**src/rtl/sc_mul_8_top.sv**
```systemverilog
// Fully unrolled stochastic-computing multiplier: ramp and bit-reversed unipolar
// streams are ANDed, popcounted and rescaled into a registered approximate product.
module sc_mul_8_top #(
    parameter int DATA_WIDTH    = 8,
    parameter int STREAM_LENGTH = 16,
    parameter int ValidBitwth   = 5
) (
    input  logic                      clk,
    input  logic                      rst,
    input  logic [DATA_WIDTH-1:0]     io_inputs_a,
    input  logic [DATA_WIDTH-1:0]     io_inputs_b,
    output logic [2*DATA_WIDTH-1:0]   mul_result
);

    localparam int LW   = $clog2(STREAM_LENGTH);
    localparam int CW   = LW + 1;
    localparam int OW   = 2 * DATA_WIDTH;
    localparam int DROP = DATA_WIDTH - ValidBitwth;
    localparam int S    = ValidBitwth - LW;
    localparam int SH   = OW - LW;

    logic [DATA_WIDTH-1:0] a_q, b_q;
    logic [DATA_WIDTH-1:0] thr_a, thr_b;
    logic [LW-1:0]         idx, rev;
    logic [CW-1:0]         cnt;
    logic [OW-1:0]         prod;

    // Quantized operands kept at full width so thresholds compare without truncation.
    assign a_q = io_inputs_a >> DROP;
    assign b_q = io_inputs_b >> DROP;

    always_comb begin
        cnt   = '0;
        idx   = '0;
        rev   = '0;
        thr_a = '0;
        thr_b = '0;
        for (int unsigned i = 0; i < STREAM_LENGTH; i++) begin
            idx = LW'(i);
            for (int unsigned k = 0; k < LW; k++) begin
                rev[k] = idx[LW-1-k];
            end
            thr_a = DATA_WIDTH'(idx) << S;
            thr_b = DATA_WIDTH'(rev) << S;
            cnt   = cnt + CW'((a_q > thr_a) && (b_q > thr_b));
        end
    end

    // A full-length count would shift out of range, so it clamps to all ones.
    always_comb begin
        if (cnt == CW'(STREAM_LENGTH)) begin
            prod = '1;
        end else begin
            prod = OW'(cnt) << SH;
        end
    end

    always_ff @(posedge clk) begin
        if (rst) begin
            mul_result <= '0;
        end else begin
            mul_result <= prod;
        end
    end

endmodule

```
**config.mk**
```make
export PLATFORM = sky130hd
export DESIGN_NAME = sc_mul_8_top
export DESIGN_NICKNAME = d
export VERILOG_FILES = /design/src/rtl/sc_mul_8_top.sv
export SDC_FILE = /design/constraint.sdc
export NUM_CORES = 1
export LEC_CHECK = 0
export CAP_MARGIN = 10
export CORE_ASPECT_RATIO = 1.4
export CORE_MARGIN = 2
export CORE_UTILIZATION = 35
export DETAILED_ROUTE_END_ITERATION = 8
export PLACE_DENSITY = 0.62
export SLEW_MARGIN = 20
export SYNTH_ARGS = -nofsm -noshare
export SYNTH_HDL_FRONTEND = slang
export SYNTH_SLANG_ARGS = --single-unit
export TNS_END_PERCENT = 20
```
**constraint.sdc**
```tcl
create_clock -name clk -period 8.92 [get_ports clk]
set_input_delay 0.892 -clock clk [delete_from_list [all_inputs] [get_ports clk]]
set_output_delay 0.892 -clock clk [all_outputs]
set_load 0.01 [all_outputs]
```
==> results by group, run 1 <==
Run status
  • Status: complete, no violations

Global route
  • Global-route wire length before repair: 3150 µm
  • Total gr overflow: 0
  • GRT Util Overall: 13.9%
  • Antenna violations before repair: 0
  • Vias in the first global route: 777
  • Pin count of the biggest net entering global routing: 13

Floorplan
  • Die extent in x: 46.8 µm
  • Num rows: 21
  • Initial core utilization: 37.1%
  • I/O Pins: 34
  • Core ar.: 0.00242 mm²
  • Die height: 63.9 µm
  • Die area: 0.00299 mm²

Critical path
  • Kind of critical path: primary input to flip-flop
  • Critical Path Fanout Max: 10
  • Worst Path Arrival: 5960 ps
  • Critical path required time: 9070 ps
  • Critical Path Start Type: primary input
  • CP Capture Type: flip-flop

Timing
  • Fin Setup TNS: 0 ps
  • RSZ-0062 raised after global routing: no
  • Final count of hold timing violations: 0
  • Period utilization: 65.1%
  • FMAX: 172 MHz
  • Final Max Tran Viols: 0
  • Final setup margin: 3110 ps
  • Tmin final: 5810 ps
  • Slew HR: 68.4%
  • # setup viols final: 0
  • Worst slew pin tran: 469 ps

Layout
  • Largest Register: mul_result
  • Share of cells above drive strength 1: 4.51%
  • Area Growth Syn to Fin: 27.0%
  • Max reg flops: 5
  • Ant diodes: 0
  • Post-Layout Cell Count: 167
  • Final nets: 167
  • Largest registers: mul_result x5

Power and ir drop
  • Max VDD drop: 0.0689 mV
  • Lkg Pwr: 0.000493 µW
  • Pwr Total: 162 µW
  • Power density over the cells: 143 mW/mm²

Placed design
  • RePlAce Congestion: 0.839
  • Number of port buffers: 27
  • Dpl ws: 2850 ps
  • Inst Count DP: 163
  • HPWL after DPL: 1560 µm

Clock network
  • Setup bufs post-CTS: 0
  • Worst-path clk slew: 40 ps
  • Hold_buf cts: 0
  • TritonCTS clock tree: done
  • CTS root buffer: clkbuf_4
  • Clock sink count: 5
  • Max Root-Sink Buffers: 2
  • Post-CTS sizing: 0
  • Total CTS buffers: 3
  • H-tree depth: 1

Yosys
  • Number of synthesized flops with an enable pin: 0
  • Syn. warnings: 0
  • Asr flop ratio synth: 0%
  • Yosys reg bits: 5
  • Post-synthesis sequential area ratio: 11.2%
  • Count leader, synth: inv_1
  • Synth top area cells: fa_1 22%, dfxtp_1 11%, buf_4 9.2%, ha_1 7.0%, inv_1 6.7%
  • Mapped Area: 896 µm²
  • Mean Syn Cell Area: 7.66 µm²
  • Primary FF master, synth: dfxtp_1
  • Post-Syn Instances: 117
  • Synth cell count leaders: 16 x inv_1, 11 x buf_4, 10 x fa_1, 9 x a21oi_1, 9 x nand2_1
  • Synth cell types: 28
  • Syn_nets: 150
  • Leading area contributor after synthesis: fa_1
  • Synth top area share: 22.3%

Drt
  • Final antenna-violating net count: 0
  • First-pass DRT Iterations: 4
  • Total number of vias: 864
  • Vias/cell: 5.17
  • Drt drc: 0
  • Routed len/inst: 11.2 µm
  • Final Routed Wirelength: 1860 µm
  • Drt initial violations: 31

Run
  • Max cap viols: 0

Worst hold path
  • HP Class: primary input to flip-flop
-- cell usage in the layout (no fill, tap or decap), types with 3 or more instances in the layout --
master / n
clkbuf_4: 3
a21o_1: 3
fa_1: 10
dfxtp_1: 5
nand3_1: 3
nor3_1: 4
inv_1: 16
clkdlybuf4s50_1: 27
ha_1: 5
or3_1: 4
o31ai_1: 4
nand2_1: 9
a21oi_1: 9
o21ai_0: 6
nor2_1: 7
-- cells by family after synthesis --
family / Yosys count / share of synthesized area, %
compound gates: 33 / 23.9
fa+ha+maj: 15 / 29.3
buf+inv: 31 / 17.6
flops: 5 / 11.2
simple gates: 33 / 18.0
-- through the flow --
stage	hold slack, ps	utilization [%]	area (µm²)
6_report	1340	47.0	1140
5_1_grt	1350	47.0	1140
4_1_cts	1330	47.0	1140
3_5_place_dp	1580	46.0	1110
3_3_place_gp	1580	46.0	1110
2_1_floorplan	971	-	896
-- worst paths after layout --
path / startpoint / to / slack, ps / cells past startpoint
setup / recovery: io_inputs_a[7] / mul_result[12] / 3110 / 15
hold / removal: rst / mul_result[11] / 1340 / 2
-- power by group --
| part | leakage [µW] | switching [µW] | internal (µW) |
|---|---|---|---|
| clock | 0.0000150 | 8.43 | 16.9 |
| sequential | 0.0000412 | 1.46 | 29.9 |
| combinational | 0.000437 | 53.9 | 51.6 |
-- area by class of cell --
class | count | area [µm²]
fill | 270 | 1280
multi-input combinational | 81 | 638
timing repair buffer | 27 | 270
sequential | 5 | 100
inverter | 16 | 60.1
tap | 34 | 42.5
clock buffer | 4 | 26.3
-- routing by layer --
metal / vias up / GRT usage [%] / share of wire (%) / wire length (µm)
met5: - / 0 / 0 / 0
met4: 0 / 5.21 / 0.43 / 8
met3: 2 / 0.847 / 5.9 / 109
met2: 33 / 23.5 / 54 / 1000
met1: 401 / 17.7 / 40 / 743
li1: 428 / - / - / -
-- worst max-delay path, stage by stage --
cell and delay, ps:
clkdlybuf4s50_1 670, nand2_1 140, or3_1 410, fa_1 540, inv_1 50, fa_1 520, inv_1 50, fa_1 500
fa_1 550, inv_1 40, ha_1 220, fa_1 400, or3b_1 360, a211o_1 360, o31ai_1 240
No activity file was read; power rests on OpenSTA's default activity.
==> run 2, diff against run 1 <==
==> constraint.sdc (replaced) <==
create_clock -name clk -period 5.89 [get_ports clk]
set_input_delay 0.589 -clock clk [delete_from_list [all_inputs] [get_ports clk]]
set_output_delay 0.589 -clock clk [all_outputs]
set_load 0.01 [all_outputs]
==> results by group, run 2 (synthesis results as in run 1) <==
Placed design
  • RePlAce Congestion: 0.893 (was 0.839)
  • Number of port buffers: 27 (unchanged)
  • HPWL after DPL: 1530 µm (was 1560 µm)

Floorplan
  • Die height: 63.9 µm (unchanged)
  • Core ar.: 0.00242 mm² (unchanged)
  • Num rows: 21 (unchanged)
  • Die extent in x: 46.8 µm (unchanged)
  • Die area: 0.00299 mm² (unchanged)
  • Initial core utilization: 37.1% (unchanged)
  • I/O Pins: 34 (unchanged)

Clock network
  • Worst-path clk slew: 40 ps (about the same)
  • Total CTS buffers: 3 (unchanged)
  • Hold_buf cts: 0 (unchanged)
  • Post-CTS sizing: 0 (unchanged)
  • TritonCTS clock tree: done (unchanged)
  • Setup bufs post-CTS: 0 (unchanged)
  • H-tree depth: 1 (unchanged)
  • Clock sink count: 5 (unchanged)
  • CTS root buffer: clkbuf_4 (unchanged)
  • Max Root-Sink Buffers: 2 (unchanged)

Power and ir drop
  • Net Switching: 96.5 µW (was 63.8 µW)
  • Cell Int Power: 150 µW (was 98.3 µW)
  • Sw Share: 39.2% (was 39.3%)
  • Clock share of power: 15.8% (was 15.6%)
  • Register share of total power: 19.2% (was 19.4%)
  • Max VDD drop: 0.129 mV (was 0.0689 mV)
  • Lkg Pwr: 0.000508 µW (was 0.000493 µW)
  • Part of the power in combinational logic: 65.0% (about the same)
  • Power density over the cells: 213 mW/mm² (was 143 mW/mm²)

Layout
  • Ant diodes: 0 (unchanged)
  • Largest registers: mul_result x5 (unchanged)
  • Max reg flops: 5 (unchanged)
  • Area Growth Syn to Fin: 29.5% (was 27.0%)
  • Final nets: 170 (was 167)
  • Most frequent cells in the layout: 27 x clkdlybuf4s50_1, 16 x inv_1, 10 x fa_1 (unchanged)
  • Commonest non-fill, non-tap cell in the layout: clkdlybuf4s50_1 (unchanged)
  • Share of cells above drive strength 1: 6.62% (was 4.51%)
  • # fillers: 263 (was 270)
  • Largest Register: mul_result (unchanged)

Critical path
  • CP Capture Type: flip-flop (unchanged)
  • Kind of critical path: primary input to flip-flop (unchanged)
  • Critical path required time: 6040 ps (was 9070 ps)
  • Worst Path Arrival: 5580 ps (was 5960 ps)
  • Critical Path Start Type: primary input (unchanged)
  • Critical Path Fanout Max: 6 (was 10)

Timing
  • Hold_ws: 1020 ps (was 1340 ps)
  • Final count of hold timing violations: 0 (unchanged)
  • FMAX: 184 MHz
  • Period utilization: 92.3%
  • # setup viols final: 0 (unchanged)
  • Fin Setup TNS: 0 ps (unchanged)
  • RSZ-0062 raised after global routing: no (unchanged)
  • Final Max Tran Viols: 0 (unchanged)
  • Slew HR: 72.4% (was 68.4%)
  • Worst slew pin tran: 409 ps (was 469 ps)
  • Tmin final: 5440 ps

Run status
  • Status: complete, no violations (unchanged)

Drt
  • Final Routed Wirelength: 1780 µm (was 1860 µm)
  • Drt drc: 0 (unchanged)
  • Routed len/inst: 10.5 µm (was 11.2 µm)
  • Final antenna-violating net count: 0 (unchanged)
  • Drt initial violations: 33 (was 31)
  • First-pass DRT Iterations: 5 (was 4)
  • Total number of vias: 870 (was 864)
  • Vias/cell: 5.12 (was 5.17)

Global route
  • Global-route wire length before repair: 3070 µm (was 3150 µm)
  • Total gr overflow: 0 (unchanged)
  • Pin count of the biggest net entering global routing: 13 (unchanged)
  • Antenna violations before repair: 0 (unchanged)
  • Vias in the first global route: 788 (was 777)
  • GRT Util Overall: 13.4% (was 13.9%)

Worst hold path
  • HP Class: primary input to flip-flop (unchanged)

Run
  • Max cap viols: 0 (unchanged)
[run 2: through the flow]
stage / total power [µW] / util [%] / setup WS [ps] / cell area (µm²) / cells
finish: 247 / 48.0 / 454 / 1160 / 170
global route: 278 / 48.0 / 230 / 1160 / 170
CTS: 251 / 48.0 / 442 / 1160 / 170
detailed placement: 210 / 46.9 / 187 / 1130 / 166
global placement: 207 / 46.9 / 247 / 1130 / 166
floorplan: 157 / - / 764 / 896 / 117
[run 2: final timing paths]
check | startpoint | endpoint | cells past startpoint
max | io_inputs_b[5] | mul_result[13] | 16
min | rst | mul_result[11] | 2
[run 2: power groups by stage]
| stage | Clock, µW | Sequential (µW) | Combinational, µW |
|---|---|---|---|
| floorplan | 0 | 54.5 | 102 |
| global placement | 0 | 48.1 | 159 |
| detailed placement | 0 | 48.3 | 162 |
| CTS | 40.6 | 47.7 | 162 |
| global route | 42.6 | 48.2 | 187 |
| finish | 38.9 | 47.4 | 160 |
[run 2: layout make-up]
| class | instances | area [µm²] | area share, % |
|---|---|---|---|
| inverters | 16 | 60.1 | 5.18 |
| flip-flops and latches | 5 | 100 | 8.63 |
| well taps | 34 | 42.5 | 3.67 |
| repair buffers | 30 | 293 | 25.2 |
| multi-input cells | 81 | 638 | 55.0 |
| clock buffers | 4 | 26.3 | 2.27 |
[run 2: per-layer routing]
layer	wire length [µm]	vias to the layer above	track usage, %
li1	-	434	-
met1	731	392	16.6
met2	907	41	22.8
met3	121	3	0.847
met4	24	0	5.90
met5	0	-	0
[run 2: worst max-delay path, cell delays in order]
cell and delay [ps]:
clkdlybuf4s50_1 550, and3_1 180, a21oi_1 60, or3_1 360, fa_1 540, inv_1 50, fa_1 530, inv_1 50
fa_1 500, fa_1 540, inv_1 40, ha_1 210, fa_1 400, or3b_1 370, a211o_1 360, o31ai_1 250
